## src/rtl/daa_exec.sv

```systemverilog
// Write-back stage for the Z80 DAA instruction: latches A/F, samples the
// external correction decoder, adds the correction and builds the new flag byte.
module daa_exec #(
  parameter bit XY_FROM_RESULT = 1'b1,
  parameter int CORR_W         = 16
) (
  input  logic              clk,
  input  logic              reset_n,
  input  logic              start,
  input  logic [7:0]        a_in,
  input  logic [7:0]        f_in,
  output logic [7:0]        dec_a,
  output logic [7:0]        dec_f,
  input  logic [CORR_W-1:0] corr_in,
  input  logic              corr_c_in,
  output logic              busy,
  output logic              done,
  output logic [7:0]        a_out,
  output logic [7:0]        f_out
);

  typedef enum logic [1:0] {
    IDLE = 2'd0,
    DEC  = 2'd1,
    ADD  = 2'd2,
    FLAG = 2'd3
  } state_t;

  state_t      state_r;
  logic [7:0]  a_r;
  logic [7:0]  f_r;
  logic [7:0]  corr_r;
  logic        c_r;
  logic [7:0]  sum_r;
  logic        busy_r;
  logic        done_r;
  logic [7:0]  a_out_r;
  logic [7:0]  f_out_r;
  logic [7:0]  flags_s;
  logic        half_s;

  // Even parity: 1 when the byte holds an even number of ones
  function automatic logic even_parity(input logic [7:0] v);
    even_parity = ~(^v);
  endfunction

  // Only the low byte of the correction word carries information
  generate
    if (CORR_W > 8) begin : g_corr_hi
      logic unused_corr_hi_s;
      assign unused_corr_hi_s = ^corr_in[CORR_W-1:8];
    end
  endgenerate

  // Half-carry follows the Z80 rule, evaluated on the original accumulator
  always_comb begin
    half_s = 1'b0;
    if (f_r[1]) begin
      half_s = f_r[4] & (a_r[3:0] < 4'd6);
    end else begin
      half_s = (a_r[3:0] > 4'd9);
    end
  end

  // Assemble the new flag byte from the registered sum
  always_comb begin
    flags_s    = 8'h00;
    flags_s[7] = sum_r[7];
    flags_s[6] = (sum_r == 8'h00);
    flags_s[5] = XY_FROM_RESULT ? sum_r[5] : 1'b0;
    flags_s[4] = half_s;
    flags_s[3] = XY_FROM_RESULT ? sum_r[3] : 1'b0;
    flags_s[2] = even_parity(sum_r);
    flags_s[1] = f_r[1];
    flags_s[0] = c_r;
  end

  // Sequencer: IDLE -> DEC -> ADD -> FLAG -> IDLE, all outputs registered
  always_ff @(posedge clk) begin
    if (!reset_n) begin
      state_r <= IDLE;
      a_r     <= 8'h00;
      f_r     <= 8'h00;
      corr_r  <= 8'h00;
      c_r     <= 1'b0;
      sum_r   <= 8'h00;
      busy_r  <= 1'b0;
      done_r  <= 1'b0;
      a_out_r <= 8'h00;
      f_out_r <= 8'h00;
    end else begin
      done_r <= 1'b0;
      case (state_r)
        IDLE: begin
          if (start) begin
            a_r     <= a_in;
            f_r     <= f_in;
            busy_r  <= 1'b1;
            state_r <= DEC;
          end
        end
        DEC: begin
          corr_r  <= corr_in[7:0];
          c_r     <= corr_c_in;
          state_r <= ADD;
        end
        ADD: begin
          sum_r   <= a_r + corr_r;
          state_r <= FLAG;
        end
        FLAG: begin
          a_out_r <= sum_r;
          f_out_r <= flags_s;
          done_r  <= 1'b1;
          busy_r  <= 1'b0;
          state_r <= IDLE;
        end
        default: begin
          busy_r  <= 1'b0;
          state_r <= IDLE;
        end
      endcase
    end
  end

  assign dec_a = a_r;
  assign dec_f = f_r;
  assign busy  = busy_r;
  assign done  = done_r;
  assign a_out = a_out_r;
  assign f_out = f_out_r;

endmodule

```

## config.mk

```make
export PLATFORM = sky130hd
export DESIGN_NAME = daa_exec
export DESIGN_NICKNAME = d
export VERILOG_FILES = /design/src/rtl/daa_exec.sv
export SDC_FILE = /design/constraint.sdc
export NUM_CORES = 1
export LEC_CHECK = 0
export ABC_AREA = 1
export CAP_MARGIN = 30
export CORE_MARGIN = 10
export CORE_UTILIZATION = 45
export CTS_CLUSTER_SIZE = 24
export DETAILED_ROUTE_END_ITERATION = 10
export GPL_TIMING_DRIVEN = 0
export PLACE_DENSITY = 0.76
export SLEW_MARGIN = 20
export SYNTH_ARGS = -nofsm -noshare
export SYNTH_HDL_FRONTEND = slang
export SYNTH_SLANG_ARGS = --single-unit
export TNS_END_PERCENT = 1
```

## constraint.sdc

```tcl
create_clock -name clk -period 2.5 [get_ports clk]
set_clock_uncertainty 0.05 [all_clocks]
set_input_delay 0.375 -clock clk [delete_from_list [all_inputs] [get_ports clk]]
set_output_delay 0.375 -clock clk [all_outputs]
set_load 0.02 [all_outputs]
```

-- Word level (Yosys, flattened, before mapping)
Cells that the tools add are included.
- register bits after elaboration: 53
- bits of input ports: 36
- output and inout port bits: 34
- $add $sub $neg: 1
- $lt $le $gt $ge: 2
- equal/unequal tests: 4
- mux-type cells: 6
- bitwise logic cells: 2
- reduce and logical (&&, ||, !) cells: 6
- operators with widths (operator ; number):
    $add 8x8->8 ; 1
    $logic_not 8->1 ; 1
    $pmux 2 s4 ; 1
    $reduce_xor 8->1 ; 1
    $eq 2x2->1 const B ; 2
    $gt 4x4->1 const B ; 1
    $lt 4x3->1 const B ; 1
    $reduce_and 2->1 ; 2
    $mux 1 ; 3
    $eq 2x1->1 const B ; 1
    $logic_not 2->1 ; 1
    $mux 2 ; 1
    $ne 2x2->1 const B ; 1
    $pmux 1 s2 ; 1
    $reduce_bool 2->1 ; 1
    $and 1x1->1 ; 1
    $not 1->1 ; 1

-- Longest topological paths before layout
- depth after elaboration: 3
- mapped depth: 11

-- Worst setup path before layout
Ideal clock, no wire load.
- path kind: reg-to-reg
- start point: register a_r[0], in the netlist dec_a[0]
- end point: register sum_r[6]
- arrival time: 1.545 ns
- data required time: 2.333 ns
- setup slack: 0.788 ns
- cell stages (with the launch flop): 12
- buffers on the path: 0
- cells stage by stage: dfxtp_1 > ha_1 > inv_1 > fa_1 > inv_1 > nand2_1 > nand2_2 > nand3b_4 > nand3_2 > nand2_1 > nor2_1 > nor2_1
- longest elaborated chain between the ends: 1
- RTL lines (what ; RTL line ; source):
    from (decl) ; 30 ; logic [7:0] a_r;
    from (signal assigned) ; 96 ; a_r <= a_in;
    $add 8x8->8 ; 108 ; sum_r <= a_r + corr_r;
    to (signal assigned) ; 108 ;
    to (decl) ; 34 ; logic [7:0] sum_r;
Every way passes these cells.
A chain may end at the register's enable or synchronous reset.

-- Worst setup path after layout
- start point: register f_r[1], in the netlist dec_f[1]
- end point: output port dec_f[1]
- RTL lines (what ; RTL line ; source):
    from (decl) ; 31 ; logic [7:0] f_r;
    from (signal assigned) ; 97 ; f_r <= f_in;
    to (decl) ; 13 ; output logic [7:0] dec_f,
No word-level cell between the ends.

==> results by group <==
Setup path
  – Delay of the slowest cell on the worst path: 600 ps
  – Crit path cell chain: buf_4, clkdlybuf4s50_1
  – Largest fanout of any net on the critical path: 5
  – Worst Setup Start Kind: register
  – Critical path's top delay family: buffers and inverters
  – Data arrival time of the critical path: 1430 ps
  – Category of the most critical setup path: reg2out
  – Slowest stage cell, crit path: sky130_fd_sc_hd__clkdlybuf4s50_1
  – Setup slack of the worst register-to-register path: 790 ps
  – R2r endpoint: sum_r[6]$_SDFFE_PN0P_
  – Worst R2R Path Depth: 11
  – Worst Path Required: 2080 ps
  – Kind of capture point of the worst setup path: primary output
  – Start of the worst register-to-register path: dec_a[0]$_SDFFE_PN0P_
  – Buffers plus inverters on the worst setup path: 2

Cells and area
  – Fin area: 3060 sq um
  – Final net count: 409
  – Final non-filler cell total: 425
  – Share of cells above drive strength 1: 0.0894
  – Number of inserted diodes: 0
  – P&R area growth vs syn: 33.7%

Clock network
  – # hold bufs at CTS: 0
  – Count of instances resized after the clock tree is built: 0
  – Clk Latency, worst-skew pair: 300 ps
  – Max H-tree Level: 2
  – Sinks on Clock Net: 50
  – Clock tree from TritonCTS: yes
  – TritonCTS buffer count: 5
  – Root buffer cell: sky130_fd_sc_hd__clkbuf_8
  – Number of buffers on the longest clock path: 2
  – Number of buffers added for setup after CTS: 0
  – Clock slew seen by the registers of the worst setup and hold paths: 100 ps

Yosys
  – Leading cell type by number of instances after synthesis: sky130_fd_sc_hd__nor2_1
  – Ranking of synthesized cells by area: sky130_fd_sc_hd__dfxtp_1 (44%), sky130_fd_sc_hd__nor2_1 (8.9%), sky130_fd_sc_hd__ha_1 (8.2%), sky130_fd_sc_hd__o21ai_0 (7.0%), sky130_fd_sc_hd__a21oi_1 (5.2%)
  – Number of nets produced by synthesis: 342
  – Biggest area consumer among synthesized cells: sky130_fd_sc_hd__dfxtp_1
  – Synth top cells by count: sky130_fd_sc_hd__nor2_1 (54), sky130_fd_sc_hd__dfxtp_1 (50), sky130_fd_sc_hd__inv_1 (32), sky130_fd_sc_hd__o21ai_0 (32), sky130_fd_sc_hd__a21oi_1 (24)
  – EDFF count, synth: 0
  – FFs w/ async S/R, synth: 0
  – Area of the mapped netlist: 2290 sq um
  – Synthesized instance count: 290
  – Top cell type's share of synthesized area: 0.437
  – Top_reg_cell synth: sky130_fd_sc_hd__dfxtp_1
  – Sequential cell area fraction in the yosys report: 0.437
  – Mean post-synth cell area: 7.90 sq um
  – Number of register bits inferred by synthesis: 50
  – Yosys warnings: 0
  – Number of library cell types mapped by synthesis: 29

Floorplan
  – Horizontal extent of the die: 91.3 um
  – DIE HEIGHT: 91.3 um
  – Initial Util: 0.475
  – Std-Cell Core Area: 4820 sq um
  – DIE AREA: 8340 sq um
  – IO Count: 70
  – Row count: 25

Hold path
  – Path category of the worst min-delay check: in2reg
  – Hold Path Depth: 3
  – Hold path startpoint: reset_n
  – Worst hold endpoint: busy$_SDFFE_PN0P_

Drt
  – Per-cell via count in the routed design: 4.81
  – Detail-routed net length per standard cell: 13.1 um
  – Length of the first detailed-routing pass in iterations: 4
  – ANT nets after route: 0
  – Via total after detailed routing: 2,044
  – Wirelength, routed: 5.56 mm
  – Total DRC errors in the routed layout: 0
  – Detailed router's first-iteration violation count: 111

STA
  – Final setup violation count: 0
  – Max-slew violation total from the final report: 0
  – Final-report hold violation count: 0
  – Max-slew headroom at the worst pin: 0.670
  – Final Worst Setup Slack: 641 ps
  – Actual slew at the worst max-slew pin: 495 ps
  – Summed negative setup slack over all endpoints: 0 ps
  – Fin crit period: 1860 ps
  – Unrepaired setup endpoints after global routing: false
  – Maximum frequency from static timing analysis: 538 MHz
  – Post-route clock period utilization: 0.744

Global route
  – Congestion Overflow GR: 0
  – Largest net degree at the start of global routing: 17
  – Wire length of the first global-routing pass: 9.27 mm
  – Vias in the first global route: 1,971
  – Initial antenna violation count: 0
  – All-layer global routing usage: 0.134

Place
  – Pre-CTS WS: 790 ps
  – Placed Instances: 417
  – Instance area at placement: 2970 sq um
  – Port Buf Inserts: 60
  – Placer Congestion: 0.809
  – DP HPWL: 4.38 mm

Run
  – Count of maximum capacitance violations: 0

Run status
  – Result of the run: finished clean

Pwr
  – Maximum ir drop on the vdd rail: 0.000698 V
  – Power per Cell Area: 1110 nW/um^2
  – Static Leak: 1.36 nW
==> cells in the final DEF (no fill, tap or decap), types with 6 or more instances in the layout <==
| cell | netlist | layout |
|---|---|---|
| sky130_fd_sc_hd__dfxtp_1 | 50 | 50 |
| sky130_fd_sc_hd__ha_1 | 15 | 15 |
| sky130_fd_sc_hd__buf_2 | 6 | 6 |
| sky130_fd_sc_hd__inv_1 | 32 | 32 |
| sky130_fd_sc_hd__nor2_1 | 54 | 54 |
| sky130_fd_sc_hd__o21ai_0 | 32 | 32 |
| sky130_fd_sc_hd__nand3_1 | 7 | 7 |
| sky130_fd_sc_hd__a21oi_1 | 24 | 24 |
| sky130_fd_sc_hd__nand2_1 | 23 | 23 |
| sky130_fd_sc_hd__clkdlybuf4s50_1 | 0 | 60 |
| sky130_fd_sc_hd__o21ai_1 | 13 | 13 |
==> where the power goes <==
group | internal [mW] | switching [mW] | leakage, nW
clock | 0.198 | 0.277 | 0.0483
combinational | 0.763 | 0.962 | 0.900
sequential | 1.05 | 0.155 | 0.411
total | 2.01 | 1.39 | 1.36
==> sequential cells by signal (all words and copies together), names as in the netlist <==
name / count
f_out: 5
dec_a: 8
sum_r: 8
c_r: 1
state_r: 2
a_out: 8
done: 1
corr_r: 8
busy: 1
dec_f: 8
==> layer usage <==
metal  track usage  routed length [um]  vias up
met5             0                   0        -
met4        0.0352                  61        0
met3        0.0724                 543        6
met2         0.224                2540       46
met1         0.143                2420      925
li1              -                   -     1067
==> cell type report <==
class / instances / area [sq um]
multi-input cells: 191 / 1070
clock buffers: 5 / 68.8
inverters: 35 / 131
well taps: 67 / 83.8
fillers: 449 / 1760
repair buffers: 60 / 601
flip-flops and latches: 50 / 1000
clock inverters: 3 / 18.8
plain buffers: 14 / 87.6
==> worst register-to-register path: cells and delay by family, from the launching register on <==
family,cells,cell delay (ps)
AND/OR/NAND/NOR,7,480
flip-flops,1,370
buffers and inverters,2,130
adder cells (fa/ha/maj),2,580
==> cell families after synthesis <==
| family | share of synthesized area |
|---|---|
| AOI/OAI and AO/OA | 0.167 |
| adders and majority gates | 0.0907 |
| buffers and inverters | 0.0956 |
| xor gates and xnor gates | 0.0191 |
| DFF | 0.437 |
| and+or+nand+nor | 0.190 |
==> worst max-delay path by stage <==
stage | to | startpoint | cells after the start
floorplan | sum_r[6]$_SDFFE_PN0P_ | dec_a[0]$_SDFFE_PN0P_ | 11
global placement | dec_f[1]$_SDFFE_PN0P_ | start | 6
detailed placement | dec_f[5]$_SDFFE_PN0P_ | start | 6
CTS | dec_f[1] | dec_f[1]$_SDFFE_PN0P_ | 2
global route | dec_f[1] | dec_f[1]$_SDFFE_PN0P_ | 2
finish | dec_f[1] | dec_f[1]$_SDFFE_PN0P_ | 2
==> metrics by stage <==
| step | utilization | hold WS (ps) | total power [mW] |
|---|---|---|---|
| 3_5_place_dp | 0.617 | 422 | 2.96 |
| 4_1_cts | 0.636 | 325 | 3.44 |
| 3_3_place_gp | 0.617 | 413 | 2.92 |
| 5_1_grt | 0.636 | 349 | 3.70 |
| 6_report | 0.636 | 336 | 3.41 |
| 2_1_floorplan | - | 398 | 2.37 |
No activity file was read; power rests on OpenSTA's default activity.
